--- src/rtl/sd_pkg.sv ---
// Shared SD identification constants, enums and the per-step command table.
package sd_pkg;

    localparam logic [5:0] CMD0   = 6'd0;
    localparam logic [5:0] CMD2   = 6'd2;
    localparam logic [5:0] CMD3   = 6'd3;
    localparam logic [5:0] CMD7   = 6'd7;
    localparam logic [5:0] CMD8   = 6'd8;
    localparam logic [5:0] CMD16  = 6'd16;
    localparam logic [5:0] CMD55  = 6'd55;
    localparam logic [5:0] ACMD41 = 6'd41;

    localparam logic [31:0] CMD8_ARG       = 32'h0000_01AA;
    localparam logic [31:0] ACMD41_ARG_HCS = 32'h40FF_8000;
    localparam logic [31:0] ACMD41_ARG_SC  = 32'h00FF_8000;
    localparam logic [31:0] BLKLEN_ARG     = 32'd512;

    // CMD0 needs the long power-up idle run; everything else a short gap
    localparam logic [15:0] PRE_CMD0 = 16'd80;
    localparam logic [15:0] PRE_STD  = 16'd8;

    typedef enum logic [1:0] {
        CT_UNKNOWN = 2'd0,
        CT_SDV1    = 2'd1,
        CT_SDV2    = 2'd2,
        CT_SDHC    = 2'd3
    } card_type_t;

    typedef enum logic [2:0] {
        ERR_NONE         = 3'd0,
        ERR_CMD8_PATTERN = 3'd1,
        ERR_ACMD41_BUSY  = 3'd2,
        ERR_TIMEOUT      = 3'd3,
        ERR_SYNTAX       = 3'd4
    } init_err_t;

    typedef enum logic [2:0] {
        ST_CMD0, ST_CMD8, ST_CMD55, ST_ACMD41,
        ST_CMD2, ST_CMD3, ST_CMD7, ST_CMD16
    } init_step_t;

    typedef struct packed {
        logic [5:0]  idx;
        logic [31:0] arg;
        logic [15:0] pre;
    } cmd_req_t;

    // Index/argument/precycles for a given step; the argument of ACMD41
    // depends on the card type, CMD7 on the freshly assigned RCA.
    function automatic cmd_req_t step_cmd(input init_step_t s, input card_type_t t,
                                          input logic [15:0] rca);
        cmd_req_t r;
        r.idx = CMD0;
        r.arg = '0;
        r.pre = PRE_STD;
        case (s)
            ST_CMD0:   begin r.idx = CMD0; r.pre = PRE_CMD0; end
            ST_CMD8:   begin r.idx = CMD8; r.arg = CMD8_ARG; end
            ST_CMD55:  r.idx = CMD55;
            ST_ACMD41: begin
                r.idx = ACMD41;
                r.arg = (t == CT_SDV1) ? ACMD41_ARG_SC : ACMD41_ARG_HCS;
            end
            ST_CMD2:   r.idx = CMD2;
            ST_CMD3:   r.idx = CMD3;
            ST_CMD7:   begin r.idx = CMD7; r.arg = {rca, 16'h0000}; end
            ST_CMD16:  begin r.idx = CMD16; r.arg = BLKLEN_ARG; end
            default:   ;
        endcase
        return r;
    endfunction

endpackage

--- src/rtl/sd_init_seq_if.sv ---
// Sequencer <-> CMD-line engine handshake bundle.
interface sd_init_seq_if;
    logic        cmd_start;
    logic [15:0] cmd_precycles;
    logic [15:0] cmd_clkdiv;
    logic [5:0]  cmd_idx;
    logic [31:0] cmd_arg;
    logic [31:0] cmd_resparg;
    logic        cmd_busy;
    logic        cmd_done;
    logic        cmd_timeout;
    logic        cmd_syntaxerr;

    modport master (
        output cmd_start, cmd_precycles, cmd_clkdiv, cmd_idx, cmd_arg,
        input  cmd_resparg, cmd_busy, cmd_done, cmd_timeout, cmd_syntaxerr
    );

    modport slave (
        input  cmd_start, cmd_precycles, cmd_clkdiv, cmd_idx, cmd_arg,
        output cmd_resparg, cmd_busy, cmd_done, cmd_timeout, cmd_syntaxerr
    );
endinterface

--- src/rtl/sd_init_seq.sv ---
// SD card identification sequencer: drives the CMD engine through
// CMD0/8/55/ACMD41/2/3/7[/16], then switches the engine to the fast divider.
module sd_init_seq
    import sd_pkg::*;
#(
    parameter logic [15:0] SLOW_CLKDIV    = 16'd150,
    parameter logic [15:0] FAST_CLKDIV    = 16'd2,
    parameter int          ACMD41_RETRIES = 1023,
    parameter int          CMD_RETRIES    = 3
) (
    input  logic           clk,
    input  logic           rst_n,
    input  logic           init_start,
    sd_init_seq_if.master  cmd,
    output logic           init_busy,
    output logic           init_done,
    output logic           init_err,
    output logic [2:0]     err_code,
    output logic [5:0]     err_cmd,
    output logic [1:0]     card_type,
    output logic [15:0]    rca
);

    localparam int RW = (CMD_RETRIES < 1) ? 1 : $clog2(CMD_RETRIES + 1);
    localparam logic [RW-1:0] RETRY_MAX = RW'(CMD_RETRIES);
    localparam logic [10:0]   POLL_MAX  = 11'(ACMD41_RETRIES);

    typedef enum logic [2:0] {S_IDLE, S_ISSUE, S_WAIT, S_EVAL, S_DONE, S_ERROR} fsm_t;

    fsm_t        state_q, state_d;
    init_step_t  step_q, step_d;
    logic [RW-1:0] retry_q, retry_d;
    logic [9:0]  poll_q, poll_d;
    logic        to_q, to_d, se_q, se_d;
    logic [31:0] resp_q, resp_d;
    logic        start_q, start_d;
    logic [5:0]  idx_q, idx_d;
    logic [31:0] arg_q, arg_d;
    logic [15:0] pre_q, pre_d;
    logic [15:0] div_q, div_d;
    logic        busy_q, busy_d, done_q, done_d, err_q, err_d;
    init_err_t   ecode_q, ecode_d;
    logic [5:0]  ecmd_q, ecmd_d;
    card_type_t  ctype_q, ctype_d;
    logic [15:0] rca_q, rca_d;

    logic        load_cmd, go_err, retry_step;
    cmd_req_t    req;

    // State, counters and every output register
    always_ff @(posedge clk or negedge rst_n) begin
        if (!rst_n) begin
            state_q <= S_IDLE;   step_q  <= ST_CMD0;    retry_q <= '0;
            poll_q  <= '0;       to_q    <= 1'b0;       se_q    <= 1'b0;
            resp_q  <= '0;       start_q <= 1'b0;       idx_q   <= '0;
            arg_q   <= '0;       pre_q   <= PRE_CMD0;   div_q   <= SLOW_CLKDIV;
            busy_q  <= 1'b0;     done_q  <= 1'b0;       err_q   <= 1'b0;
            ecode_q <= ERR_NONE; ecmd_q  <= '0;         ctype_q <= CT_UNKNOWN;
            rca_q   <= '0;
        end else begin
            state_q <= state_d;  step_q  <= step_d;     retry_q <= retry_d;
            poll_q  <= poll_d;   to_q    <= to_d;       se_q    <= se_d;
            resp_q  <= resp_d;   start_q <= start_d;    idx_q   <= idx_d;
            arg_q   <= arg_d;    pre_q   <= pre_d;      div_q   <= div_d;
            busy_q  <= busy_d;   done_q  <= done_d;     err_q   <= err_d;
            ecode_q <= ecode_d;  ecmd_q  <= ecmd_d;     ctype_q <= ctype_d;
            rca_q   <= rca_d;
        end
    end

    // Next-state: issue/wait/evaluate one command per step, with retries
    always_comb begin
        state_d = state_q;  step_d  = step_q;   retry_d = retry_q;
        poll_d  = poll_q;   to_d    = to_q;     se_d    = se_q;
        resp_d  = resp_q;   start_d = 1'b0;     idx_d   = idx_q;
        arg_d   = arg_q;    pre_d   = pre_q;    div_d   = div_q;
        busy_d  = busy_q;   done_d  = done_q;   err_d   = err_q;
        ecode_d = ecode_q;  ecmd_d  = ecmd_q;   ctype_d = ctype_q;
        rca_d   = rca_q;
        load_cmd = 1'b0;
        go_err   = 1'b0;
        req      = '0;
        retry_step = (step_q == ST_CMD55) || (step_q == ST_CMD2) || (step_q == ST_CMD3) ||
                     (step_q == ST_CMD7)  || (step_q == ST_CMD16);

        case (state_q)
            S_IDLE, S_DONE, S_ERROR: begin
                if (init_start) begin
                    state_d = S_ISSUE;    step_d  = ST_CMD0;    retry_d = '0;
                    poll_d  = '0;         busy_d  = 1'b1;       done_d  = 1'b0;
                    err_d   = 1'b0;       ecode_d = ERR_NONE;   ecmd_d  = '0;
                    ctype_d = CT_UNKNOWN; rca_d   = '0;         div_d   = SLOW_CLKDIV;
                    load_cmd = 1'b1;
                end
            end
            S_ISSUE: begin
                // cmd_start is registered, so it lands in the first WAIT cycle
                if (!cmd.cmd_busy && !cmd.cmd_done) begin
                    start_d = 1'b1;
                    state_d = S_WAIT;
                end
            end
            S_WAIT: begin
                if (cmd.cmd_done) begin
                    to_d    = cmd.cmd_timeout;
                    se_d    = cmd.cmd_syntaxerr;
                    resp_d  = cmd.cmd_resparg;
                    state_d = S_EVAL;
                end
            end
            S_EVAL: begin
                state_d = S_ISSUE;
                if (retry_step && (to_q || se_q)) begin
                    if (retry_q < RETRY_MAX) begin
                        retry_d = retry_q + 1'b1;
                    end else begin
                        go_err  = 1'b1;
                        ecode_d = to_q ? ERR_TIMEOUT : ERR_SYNTAX;
                    end
                end else begin
                    load_cmd = 1'b1;
                    retry_d  = '0;
                    case (step_q)
                        ST_CMD0: step_d = ST_CMD8;
                        ST_CMD8: begin
                            if (to_q) begin
                                ctype_d = CT_SDV1;
                                step_d  = ST_CMD55;
                            end else if (se_q) begin
                                go_err  = 1'b1;
                                ecode_d = ERR_SYNTAX;
                            end else if (resp_q[11:0] == 12'h1AA) begin
                                ctype_d = CT_SDV2;
                                step_d  = ST_CMD55;
                            end else begin
                                go_err  = 1'b1;
                                ecode_d = ERR_CMD8_PATTERN;
                            end
                        end
                        ST_CMD55: step_d = ST_ACMD41;
                        ST_ACMD41: begin
                            // a timed-out poll is just another not-ready answer
                            if (!to_q && !se_q && resp_q[31]) begin
                                if (ctype_q == CT_SDV2 && resp_q[30])
                                    ctype_d = CT_SDHC;
                                step_d = ST_CMD2;
                            end else if (({1'b0, poll_q} + 11'd1) >= POLL_MAX) begin
                                go_err  = 1'b1;
                                ecode_d = ERR_ACMD41_BUSY;
                            end else begin
                                poll_d = poll_q + 10'd1;
                                step_d = ST_CMD55;
                            end
                        end
                        ST_CMD2: step_d = ST_CMD3;
                        ST_CMD3: begin
                            rca_d  = resp_q[31:16];
                            step_d = ST_CMD7;
                        end
                        ST_CMD7: begin
                            // high-capacity cards have a fixed 512-byte block
                            if (ctype_q == CT_SDHC) begin
                                state_d  = S_DONE;
                                load_cmd = 1'b0;
                            end else begin
                                step_d = ST_CMD16;
                            end
                        end
                        ST_CMD16: begin
                            state_d  = S_DONE;
                            load_cmd = 1'b0;
                        end
                        default: ;
                    endcase
                    if (state_d == S_DONE) begin
                        busy_d = 1'b0;
                        done_d = 1'b1;
                        div_d  = FAST_CLKDIV;
                    end
                end
                if (go_err) begin
                    state_d  = S_ERROR;
                    load_cmd = 1'b0;
                    busy_d   = 1'b0;
                    err_d    = 1'b1;
                    ecmd_d   = idx_q;
                end
            end
            default: state_d = S_IDLE;
        endcase

        if (load_cmd) begin
            req   = step_cmd(step_d, ctype_d, rca_d);
            idx_d = req.idx;
            arg_d = req.arg;
            pre_d = req.pre;
        end
    end

    assign cmd.cmd_start     = start_q;
    assign cmd.cmd_idx       = idx_q;
    assign cmd.cmd_arg       = arg_q;
    assign cmd.cmd_precycles = pre_q;
    assign cmd.cmd_clkdiv    = div_q;
    assign init_busy         = busy_q;
    assign init_done         = done_q;
    assign init_err          = err_q;
    assign err_code          = ecode_q;
    assign err_cmd           = ecmd_q;
    assign card_type         = ctype_q;
    assign rca               = rca_q;

endmodule

--- src/flat_wrapper.sv ---
// flat-port wrapper written by rule: the top's interface ports become plain ports
module sd_init_seq_flat import sd_pkg::*;
#(
    parameter logic [15:0] SLOW_CLKDIV    = 16'd150,
    parameter logic [15:0] FAST_CLKDIV    = 16'd2,
    parameter int          ACMD41_RETRIES = 1023,
    parameter int          CMD_RETRIES    = 3
)
  (clk, rst_n, init_start, init_busy, init_done, init_err, err_code, err_cmd, card_type, rca, cmd_cmd_start, cmd_cmd_precycles, cmd_cmd_clkdiv, cmd_cmd_idx, cmd_cmd_arg, cmd_cmd_resparg, cmd_cmd_busy, cmd_cmd_done, cmd_cmd_timeout, cmd_cmd_syntaxerr);
  sd_init_seq_if cmd_i ();
  input  logic clk;
  input  logic rst_n;
  input  logic init_start;
  output logic init_busy;
  output logic init_done;
  output logic init_err;
  output logic [2:0] err_code;
  output logic [5:0] err_cmd;
  output logic [1:0] card_type;
  output logic [15:0] rca;
  output wire logic [$bits(cmd_i.cmd_start)-1:0] cmd_cmd_start;
  output wire logic [$bits(cmd_i.cmd_precycles)-1:0] cmd_cmd_precycles;
  output wire logic [$bits(cmd_i.cmd_clkdiv)-1:0] cmd_cmd_clkdiv;
  output wire logic [$bits(cmd_i.cmd_idx)-1:0] cmd_cmd_idx;
  output wire logic [$bits(cmd_i.cmd_arg)-1:0] cmd_cmd_arg;
  input wire logic [$bits(cmd_i.cmd_resparg)-1:0] cmd_cmd_resparg;
  input wire logic [$bits(cmd_i.cmd_busy)-1:0] cmd_cmd_busy;
  input wire logic [$bits(cmd_i.cmd_done)-1:0] cmd_cmd_done;
  input wire logic [$bits(cmd_i.cmd_timeout)-1:0] cmd_cmd_timeout;
  input wire logic [$bits(cmd_i.cmd_syntaxerr)-1:0] cmd_cmd_syntaxerr;
  assign cmd_cmd_start = cmd_i.cmd_start;
  assign cmd_cmd_precycles = cmd_i.cmd_precycles;
  assign cmd_cmd_clkdiv = cmd_i.cmd_clkdiv;
  assign cmd_cmd_idx = cmd_i.cmd_idx;
  assign cmd_cmd_arg = cmd_i.cmd_arg;
  assign cmd_i.cmd_resparg = cmd_cmd_resparg;
  assign cmd_i.cmd_busy = cmd_cmd_busy;
  assign cmd_i.cmd_done = cmd_cmd_done;
  assign cmd_i.cmd_timeout = cmd_cmd_timeout;
  assign cmd_i.cmd_syntaxerr = cmd_cmd_syntaxerr;
  sd_init_seq #(.SLOW_CLKDIV(SLOW_CLKDIV), .FAST_CLKDIV(FAST_CLKDIV), .ACMD41_RETRIES(ACMD41_RETRIES), .CMD_RETRIES(CMD_RETRIES)) u_core (.clk(clk), .rst_n(rst_n), .init_start(init_start), .cmd(cmd_i), .init_busy(init_busy), .init_done(init_done), .init_err(init_err), .err_code(err_code), .err_cmd(err_cmd), .card_type(card_type), .rca(rca));
endmodule
--- config.mk ---
export PLATFORM = sky130hd
export DESIGN_NAME = sd_init_seq_flat
export DESIGN_NICKNAME = d
export VERILOG_FILES = /design/src/rtl/sd_pkg.sv /design/src/rtl/sd_init_seq_if.sv /design/src/rtl/sd_init_seq.sv /design/src/flat_wrapper.sv
export SDC_FILE = /design/constraint.sdc
export NUM_CORES = 1
export LEC_CHECK = 0
export ABC_AREA = 1
export BUFFER_PORTS_ARGS = -buffer_cell sky130_fd_sc_hd__buf_4
export CORE_UTILIZATION = 48
export CTS_CLUSTER_SIZE = 28
export DETAILED_ROUTE_END_ITERATION = 10
export PLACE_DENSITY = 0.77
export SLEW_MARGIN = 10
export SYNTH_ARGS = -nofsm -noshare
export SYNTH_HDL_FRONTEND = slang
export SYNTH_SLANG_ARGS = --single-unit
--- constraint.sdc ---
create_clock -name clk -period 2.3 [get_ports clk]
set_input_delay 0.23 -clock clk [delete_from_list [all_inputs] [get_ports clk]]
set_output_delay 0.23 -clock clk [all_outputs]
set_load 0.05 [all_outputs]
## Yosys cells after proc, flatten, opt, wreduce, memory -nomap -nowiden

Cells that the tools add are included.

| cells by class | value |
|---|---|
| add/subtract/negate cells | 3 |
| $lt $le $gt $ge | 2 |
| eq/ne operators | 42 |
| muxes and demuxes | 93 |
| reduce and logical (&&, ||, !) cells | 27 |

Operators by type and width:

| cell | number |
|---|---|
| case mux 32 bit (4 select lines) | 1 |
| two-way mux 16 bit | 6 |
| two-way mux 3 bit | 25 |
| case mux 16 bit (2 select lines) | 2 |
| two-way mux 10 bit | 5 |
| case mux 6 bit (8 select lines) | 1 |
| equality test 3 bit, second input constant | 11 |
| two-way mux 31 bit | 1 |
| case mux 3 bit (2 select lines) | 4 |
| two-way mux 1 bit | 22 |
| case mux 3 bit (7 select lines) | 1 |
| two-way mux 2 bit | 10 |
| case mux 10 bit (2 select lines) | 1 |
| equality test 3 x 2 -> 1 bit, second input constant | 6 |
| equality test 12 x 9 -> 1 bit, second input constant | 1 |
| two-way mux 6 bit | 2 |
| inequality test 2 bit, second input constant | 6 |
| case mux 1 bit (2 select lines) | 6 |
| case mux 2 bit (2 select lines) | 3 |
| case mux 3 bit (4 select lines) | 1 |
| case mux 6 bit (2 select lines) | 1 |
| adder 10 x 1 -> 11 bit, second input constant | 1 |
| greater-or-equal comparator 11 x 10 -> 1 bit, second input constant | 1 |
| adder 10 x 1 -> 10 bit, second input constant | 1 |
| 24 further kinds | 48 |

| word-level totals | value |
|---|---|
| flip-flop bits (word level) | 153 |
| input port bits | 39 |
| output and inout port bits | 101 |
| word-level logic and storage cells | 186 |

## Logic depth before layout (Yosys ltp)

| depth | value |
|---|---|
| word-level depth | 13 |
| mapped depth | 18 |
| gate-level depth less buffers | 18 |

## Least setup slack after synthesis

OpenSTA, ideal clock, no wires.

| timing path | value |
|---|---|
| path type | reg2reg |
| start point | register u_core.poll_q[0] |
| end point | register u_core.ecmd_q[5], in the netlist u_core.err_cmd[5] |
| setup time | 0.121 ns |
| data arrival time | 2.001 ns |
| required time | 2.179 ns |
| slack | 0.178 ns |
| stages on the path, launching flop included | 15 |
| buffers on the path | 1 |
| period minus slack after synthesis | 2.122 ns |
| cell sequence | dfrtp_1 -> inv_1 -> ha_1 -> o21bai_1 -> nand3_1 -> nor2_1 -> nand3_2 -> o21bai_2 -> a21boi_2 -> nand2_1 -> nand2_2 -> inv_1 -> nor2_2 -> buf_4 -> a22o_1 |

| between the ends | value |
|---|---|
| cells in the longest elaborated chain, start to end | 9 |

Ends and longest elaborated chain:

| item | RTL line | source |
|---|---|---|
| from (decl) | sd_init_seq.sv:33 | `logic [9:0] poll_q, poll_d;` |
| from (signal assigned) | sd_init_seq.sv:54 | `poll_q <= '0; to_q <= 1'b0; se_q <= 1'b0;` |
| from (signal assigned) | sd_init_seq.sv:62 | `poll_q <= poll_d; to_q <= to_d; se_q <= se_d;` |
| adder 10 x 1 -> 11 bit | sd_init_seq.sv:147 | `end else if (({1'b0, poll_q} + 11'd1) >= POLL_MAX) begin` |
| greater-or-equal comparator 11 x 10 -> 1 bit | sd_init_seq.sv:147 |  |
| two-way mux 1 bit | sd_init_seq.sv:147 |  |
| two-way mux 1 bit | sd_init_seq.sv:143 | `if (!to_q && !se_q && resp_q[31]) begin` |
| case mux 1 bit (2 select lines) | sd_init_seq.sv:123 | `case (step_q)` |
| two-way mux 1 bit | sd_init_seq.sv:113 | `if (retry_step && (to_q \|\| se_q)) begin` |
| two-way mux 1 bit | sd_init_seq.sv:86 | `case (state_q)` |
| inequality test 2 x 1 -> 1 bit (no line) | -- |  |
| AND reduction 3 bit (no line) | -- |  |
| to (signal assigned) | sd_init_seq.sv:66 | `ecode_q <= ecode_d; ecmd_q <= ecmd_d; ctype_q <= ctype_d;` |
| to (decl) | sd_init_seq.sv:43 | `logic [5:0] ecmd_q, ecmd_d;` |

Every way passes these cells. The select of a mux whose other input is x is not followed.
A chain may end at the register's enable or synchronous reset.

## Final worst setup path

| timing path | value |
|---|---|
| start point | register u_core.poll_q[1] |
| end point | register u_core.arg_q[15], in the netlist u_core.cmd.cmd_arg[15] |

| between the ends | value |
|---|---|
| cells in the longest elaborated chain, start to end | 9 |
| elaborated cells on any way between the ends | 19 |
| those cells by class | add/sub: 1; order compare: 1; eq/ne: 4; mux: 13 |

Ends and longest elaborated chain:

| item | RTL line | source |
|---|---|---|
| adder 10 x 1 -> 11 bit * | sd_init_seq.sv:147 |  |
| greater-or-equal comparator 11 x 10 -> 1 bit * | sd_init_seq.sv:147 |  |
| two-way mux 3 bit / two-way mux 1 bit (equally long branches) | sd_init_seq.sv:147 |  |
| two-way mux 3 bit / two-way mux 1 bit (equally long branches) | sd_init_seq.sv:143 |  |
| case mux 3 bit (7 select lines) / case mux 1 bit (2 select lines) (equally long branches) | sd_init_seq.sv:123 |  |
| two-way mux 3 bit / two-way mux 1 bit (equally long branches) | sd_init_seq.sv:113 |  |
| case mux 3 bit (2 select lines) / two-way mux 1 bit (equally long branches) | sd_init_seq.sv:86 |  |
| equality test 3 bit, or another cell as far along | sd_pkg.sv:56 | `case (s)` |
| case mux 32 bit (4 select lines) / case mux 1 bit (2 select lines) (equally long branches) | sd_pkg.sv:56, sd_init_seq.sv:86 |  |
| to (signal assigned) | sd_init_seq.sv:64 | `arg_q <= arg_d; pre_q <= pre_d; div_q <= div_d;` |
| to (decl) | sd_init_seq.sv:38 | `logic [31:0] arg_q, arg_d;` |

Mark *: on every way between the ends. The rest lies on a longest branch, timed or not. The select of a mux whose other input is x is not followed.

==> results.txt <==
* TritonCTS clock tree: done
* Area of the multi-input gates: between 2000 and 2500 sq um
- Summed over all layers, the routed wires come to between 10 and 15 mm.
- In this run the register-to-register setup slack is a little over 0.06 ns.
- STA classifies the critical path startpoint as a flop.
* Tot GR Track Use: a little over a fifth
- Share of the yosys chip area belonging to registers: roughly half
- Mean instance size in the synthesized netlist: ~8.6 sq um
- Overall die area: roughly 11000 sq um
- At the end of routability-driven placement, the weighted congestion stood at approximately 0.9.
- Cell area reported after detailed placement: about 6000 sq um
* Clock Pin Slew Worst Setup and Hold Paths: 0.11 ns
- Across the routed clock network, the largest skew measured is approximately 0.015 ns.
- Input and output buffers added on the ports amount to 100.
- Worst path most repeated cell: sky130_fd_sc_hd__nand2_1
- Hold WC Path Type: primary input to flop
- The flow ran to the end, and the final reports show no timing, DRC or antenna violations.
* Via count of the first global-routing pass: ~4000
* Final clock period utilization by the worst path: between 90 and 100%
- In this run the tightest slew margin relative to its limit is about two thirds.
- Critical Path End Type: flop
* Pleak: 3.40 nW
* Average detailed-routed wire length per instance: around 13 um
- The worst register-to-register path begins at u_core.poll_q[1].
- Wire length of the first global-routing pass: ~19 mm
- Max IR drop VDD: 619 uV
- In the final layout, flip-flops and latches occupy roughly 2700 sq um.
- Measured in cells, the most critical reg-to-reg path has a length of 16.
- The repair_antennas step left the layout with diodes totalling 0.
- Subtracting the final worst setup slack from the clock period gives 2.24 ns.
- The floorplan step set the die height to between 100 and 150 um.
* Stage delay of the slowest cell on the critical path: approximately 0.46 ns
- Overflow after GRT: 0
- During synthesis, Yosys emitted a total of 0 warnings.
- Buffers inserted during clock tree synthesis total 9.
* Number of setup violations in the final report: 0
* # IOs: 140
* Post-synthesis cell type count: 40
- After synthesis the cells add up to 5220 sq um.
- Most common cell after layout, fill and taps aside: sky130_fd_sc_hd__nand2_1
- Post-route antenna net violation count: 0
* Leading cell types in the layout, fill and taps excluded: sky130_fd_sc_hd__nand2_1 (129), sky130_fd_sc_hd__buf_4 (122), sky130_fd_sc_hd__dfrtp_1 (103)
- Power per standard cell area: 1050 nW/um^2
- Arrival time of the worst setup path: around 2.5 ns
- Clock root buffer: sky130_fd_sc_hd__clkbuf_8
- For the worst-skew pair, the clock arrives at the later sink with an insertion delay of approximately 0.37 ns.
* Initial DRC Count: roughly 250
* WS Path Type: flop to flop
* Flop and latch count out of synthesis: between 100 and 150
* RSZ-0062 raised after global routing: true
- Post-DP HPWL: 8.35 mm
- Number of max-cap violations: 0
* Total power: approximately 6.8 mW
- Antenna violations before repair: 0
- On the final layout, the worst hold slack is ~0.043 ns.
- NumNets Final: about 770
- Filler cell count: 900
- Entering global routing, the biggest net connects 48 pins.
- Peak fanout along the critical path: 28
* Worst hold path stage count: 2
- Walking the worst path, the cells encountered are ha_4, nand2_4, nor2_4, nand2_1, nand2_1, inv_1, nand3_2, o21bai_4, a21boi_2, nand3_2, nor2_4, inv_2, nand2_8, inv_16, nand2_1, o21ai_2.
- The H-tree generated during clock tree synthesis spans 3 levels.
- Once layout is done, the placed cells without fillers occupy about 6500 sq um.
- The die is 106 um wide.
- Reg-to-reg critical path endpoint: u_core.cmd.cmd_arg[15]
- Pins Over Slew Limit: 0
- In the final layout, the share of cells above drive strength 1 is 29.2%.
- The initial utilization of the core area, before any placement, comes to between 50% and 60%.
* Hold_sp: cmd_cmd_done
* Clock sink total: between 100 and 150
- The path with the worst hold slack has its endpoint at u_core.cmd.cmd_start.
- Total count of hold-check failures in the final report: 0
- Required time at the endpoint of the critical path: 2.57 ns
- Relative area change from synthesis to final layout: 23.9%
- Core area: 10400 sq um
* Row Count: 37
- The cell count after synthesis came out at 609.
- In the routed layout, each cell is associated on average with a via count of between 4 and 5.
* Maximum number of buffers from clock root to sink: 2
- Final Core Density: a little over 60%
* Maximum operating frequency: roughly 450 MHz
* Slowest-stage cell, CP: sky130_fd_sc_hd__dfrtp_2
- DRC errors left: 0
- The detailed router placed 4248 vias in this run.
- For this run, the detailed router's first-pass iteration total came to 5.
* Least-Margin Pin Slew: 0.521 ns
==> layer usage <==
layer / global-route usage (%) / part of all wire [%] / up-vias
met2: 33.7 / 48 / 147
met4: 5.75 / 1.4 / 0
met1: 27.2 / 43 / 1999
met3: 6.19 / 7.2 / 13
li1: - / - / 2089
met5: 0 / 0 / -
==> flip-flops by register name, summed over array words and instances, names as in the netlist <==
register	cells
u_core.resp_q	28
u_core.err_code	3
u_core.init_err	1
u_core.rca	16
u_core.cmd.cmd_clkdiv	1
u_core.step_q	3
u_core.cmd.cmd_idx	6
u_core.cmd.cmd_precycles	2
u_core.cmd.cmd_start	1
u_core.poll_q	10
u_core.init_busy	1
u_core.card_type	2
u_core.init_done	1
u_core.state_q	3
u_core.cmd.cmd_arg	19
u_core.to_q	1
u_core.retry_q	2
u_core.err_cmd	6
u_core.se_q	1
==> report_power, final <==
| part | internal [mW] | switching [mW] |
|---|---|---|
| logic | 0.962 | 2.13 |
| registers | 2.33 | 0.266 |
| clock network | 0.446 | 0.675 |
==> timing repair <==
action,4_1_cts,5_1_grt
resized for setup,9,30
hold endpoints to repair,37,1
cloned,0,1
hold buffers,1,1
pin swaps,2,7
buffers inserted,1,9
setup endpoints to repair,26,44
==> cells in the mapped netlist <==
cell	count	area (sq um)
sky130_fd_sc_hd__nor2_8	1	20.0
sky130_fd_sc_hd__dfstp_2	2	52.6
sky130_fd_sc_hd__dfrtp_1	105	2630
sky130_fd_sc_hd__nand3_2	4	40.0
sky130_fd_sc_hd__o21ai_1	15	75.1
sky130_fd_sc_hd__o21bai_2	1	11.3
sky130_fd_sc_hd__nor3_1	4	20.0
sky130_fd_sc_hd__buf_4	43	323
sky130_fd_sc_hd__inv_2	6	22.5
sky130_fd_sc_hd__buf_6	2	22.5
sky130_fd_sc_hd__o211ai_1	1	7.51
sky130_fd_sc_hd__buf_12	1	20.0
sky130_fd_sc_hd__a21boi_2	1	11.3
sky130_fd_sc_hd__ha_1	3	37.5
sky130_fd_sc_hd__nand2_2	9	56.3
sky130_fd_sc_hd__a21boi_0	1	7.51
sky130_fd_sc_hd__conb_1	2	7.51
sky130_fd_sc_hd__nand4_2	1	12.5
sky130_fd_sc_hd__o21bai_1	1	7.51
sky130_fd_sc_hd__nand4_1	6	37.5
sky130_fd_sc_hd__a22o_1	1	8.76
sky130_fd_sc_hd__nand2_1	137	514
sky130_fd_sc_hd__a21oi_1	28	140
sky130_fd_sc_hd__nand3_1	22	110
sky130_fd_sc_hd__inv_1	86	323
sky130_fd_sc_hd__nor2_4	1	11.3
sky130_fd_sc_hd__nor2_1	48	180
sky130_fd_sc_hd__clkbuf_1	7	26.3
sky130_fd_sc_hd__a22oi_2	1	12.5
sky130_fd_sc_hd__o21ai_2	6	52.6
sky130_fd_sc_hd__a21oi_4	1	16.3
sky130_fd_sc_hd__mux2_2	6	67.6
sky130_fd_sc_hd__nand2_8	1	20.0
sky130_fd_sc_hd__inv_8	1	11.3
sky130_fd_sc_hd__o22ai_2	1	12.5
sky130_fd_sc_hd__o22ai_1	13	81.3
sky130_fd_sc_hd__xor2_1	2	17.5
sky130_fd_sc_hd__nor4_1	1	6.26
sky130_fd_sc_hd__nor2_2	4	25.0
sky130_fd_sc_hd__o21ai_0	33	165
==> critical path, delay by kind of cell, from the launching register on <==
| kind | cells | cell delay (ns) |
|---|---|---|
| AO/OA/AOI/OAI | 3 | 0.32 |
| adder cells (fa/ha/maj) | 1 | 0.17 |
| buffers and inverters | 3 | 0.21 |
| flip-flops | 1 | 0.46 |
| AND/OR/NAND/NOR | 9 | 0.95 |
==> metrics by stage <==
| step | instances | setup TNS (ns) | setup WS (ns) |
|---|---|---|---|
| floorplan | 642 | 0 | 0.178 |
| global placement | 841 | 0 | 0.0302 |
| detailed placement | 841 | -0.642 | -0.0592 |
| CTS | 859 | 0 | 0.0242 |
| global route | 870 | -1.40 | -0.0905 |
| finish | 870 | 0 | 0.0617 |
==> cells by family after synthesis <==
family | after synthesis | share of synthesized area (%)
and+or+nand+nor | 239 | 20.2
other | 2 | 0.144
DFF | 107 | 51.3
xor gates and xnor gates | 2 | 0.336
buffers and inverters | 146 | 14.3
adders and majority gates | 3 | 0.719
AOI/OAI and AO/OA | 104 | 11.7
muxes | 6 | 1.29
==> cell type report <==
class | instances | share of cell area, %
Inverter | 93 | 5.65
Clock inverter | 6 | 0.909
Clock buffer | 10 | 2.13
Tap cell | 136 | 2.63
Multi-Input combinational cell | 389 | 31.5
Sequential cell | 107 | 41.5
Timing Repair Buffer | 129 | 15.7
==> worst max-delay path by stage <==
stage | startpoint | end | slack (ns) | depth (start not counted)
after floorplan | u_core.poll_q[0] | u_core.err_cmd[5] | 0.18 | 14
after global placement | u_core.poll_q[1] | u_core.cmd.cmd_precycles[4] | 0.03 | 16
after detailed placement | u_core.poll_q[1] | u_core.cmd.cmd_precycles[4] | -0.06 | 16
after CTS | u_core.poll_q[1] | u_core.cmd.cmd_idx[0] | 0.02 | 17
after global routing | u_core.poll_q[0] | u_core.cmd.cmd_idx[0] | -0.09 | 16
final | u_core.poll_q[1] | u_core.cmd.cmd_arg[15] | 0.06 | 16
No activity file was read; power rests on OpenSTA's default activity.
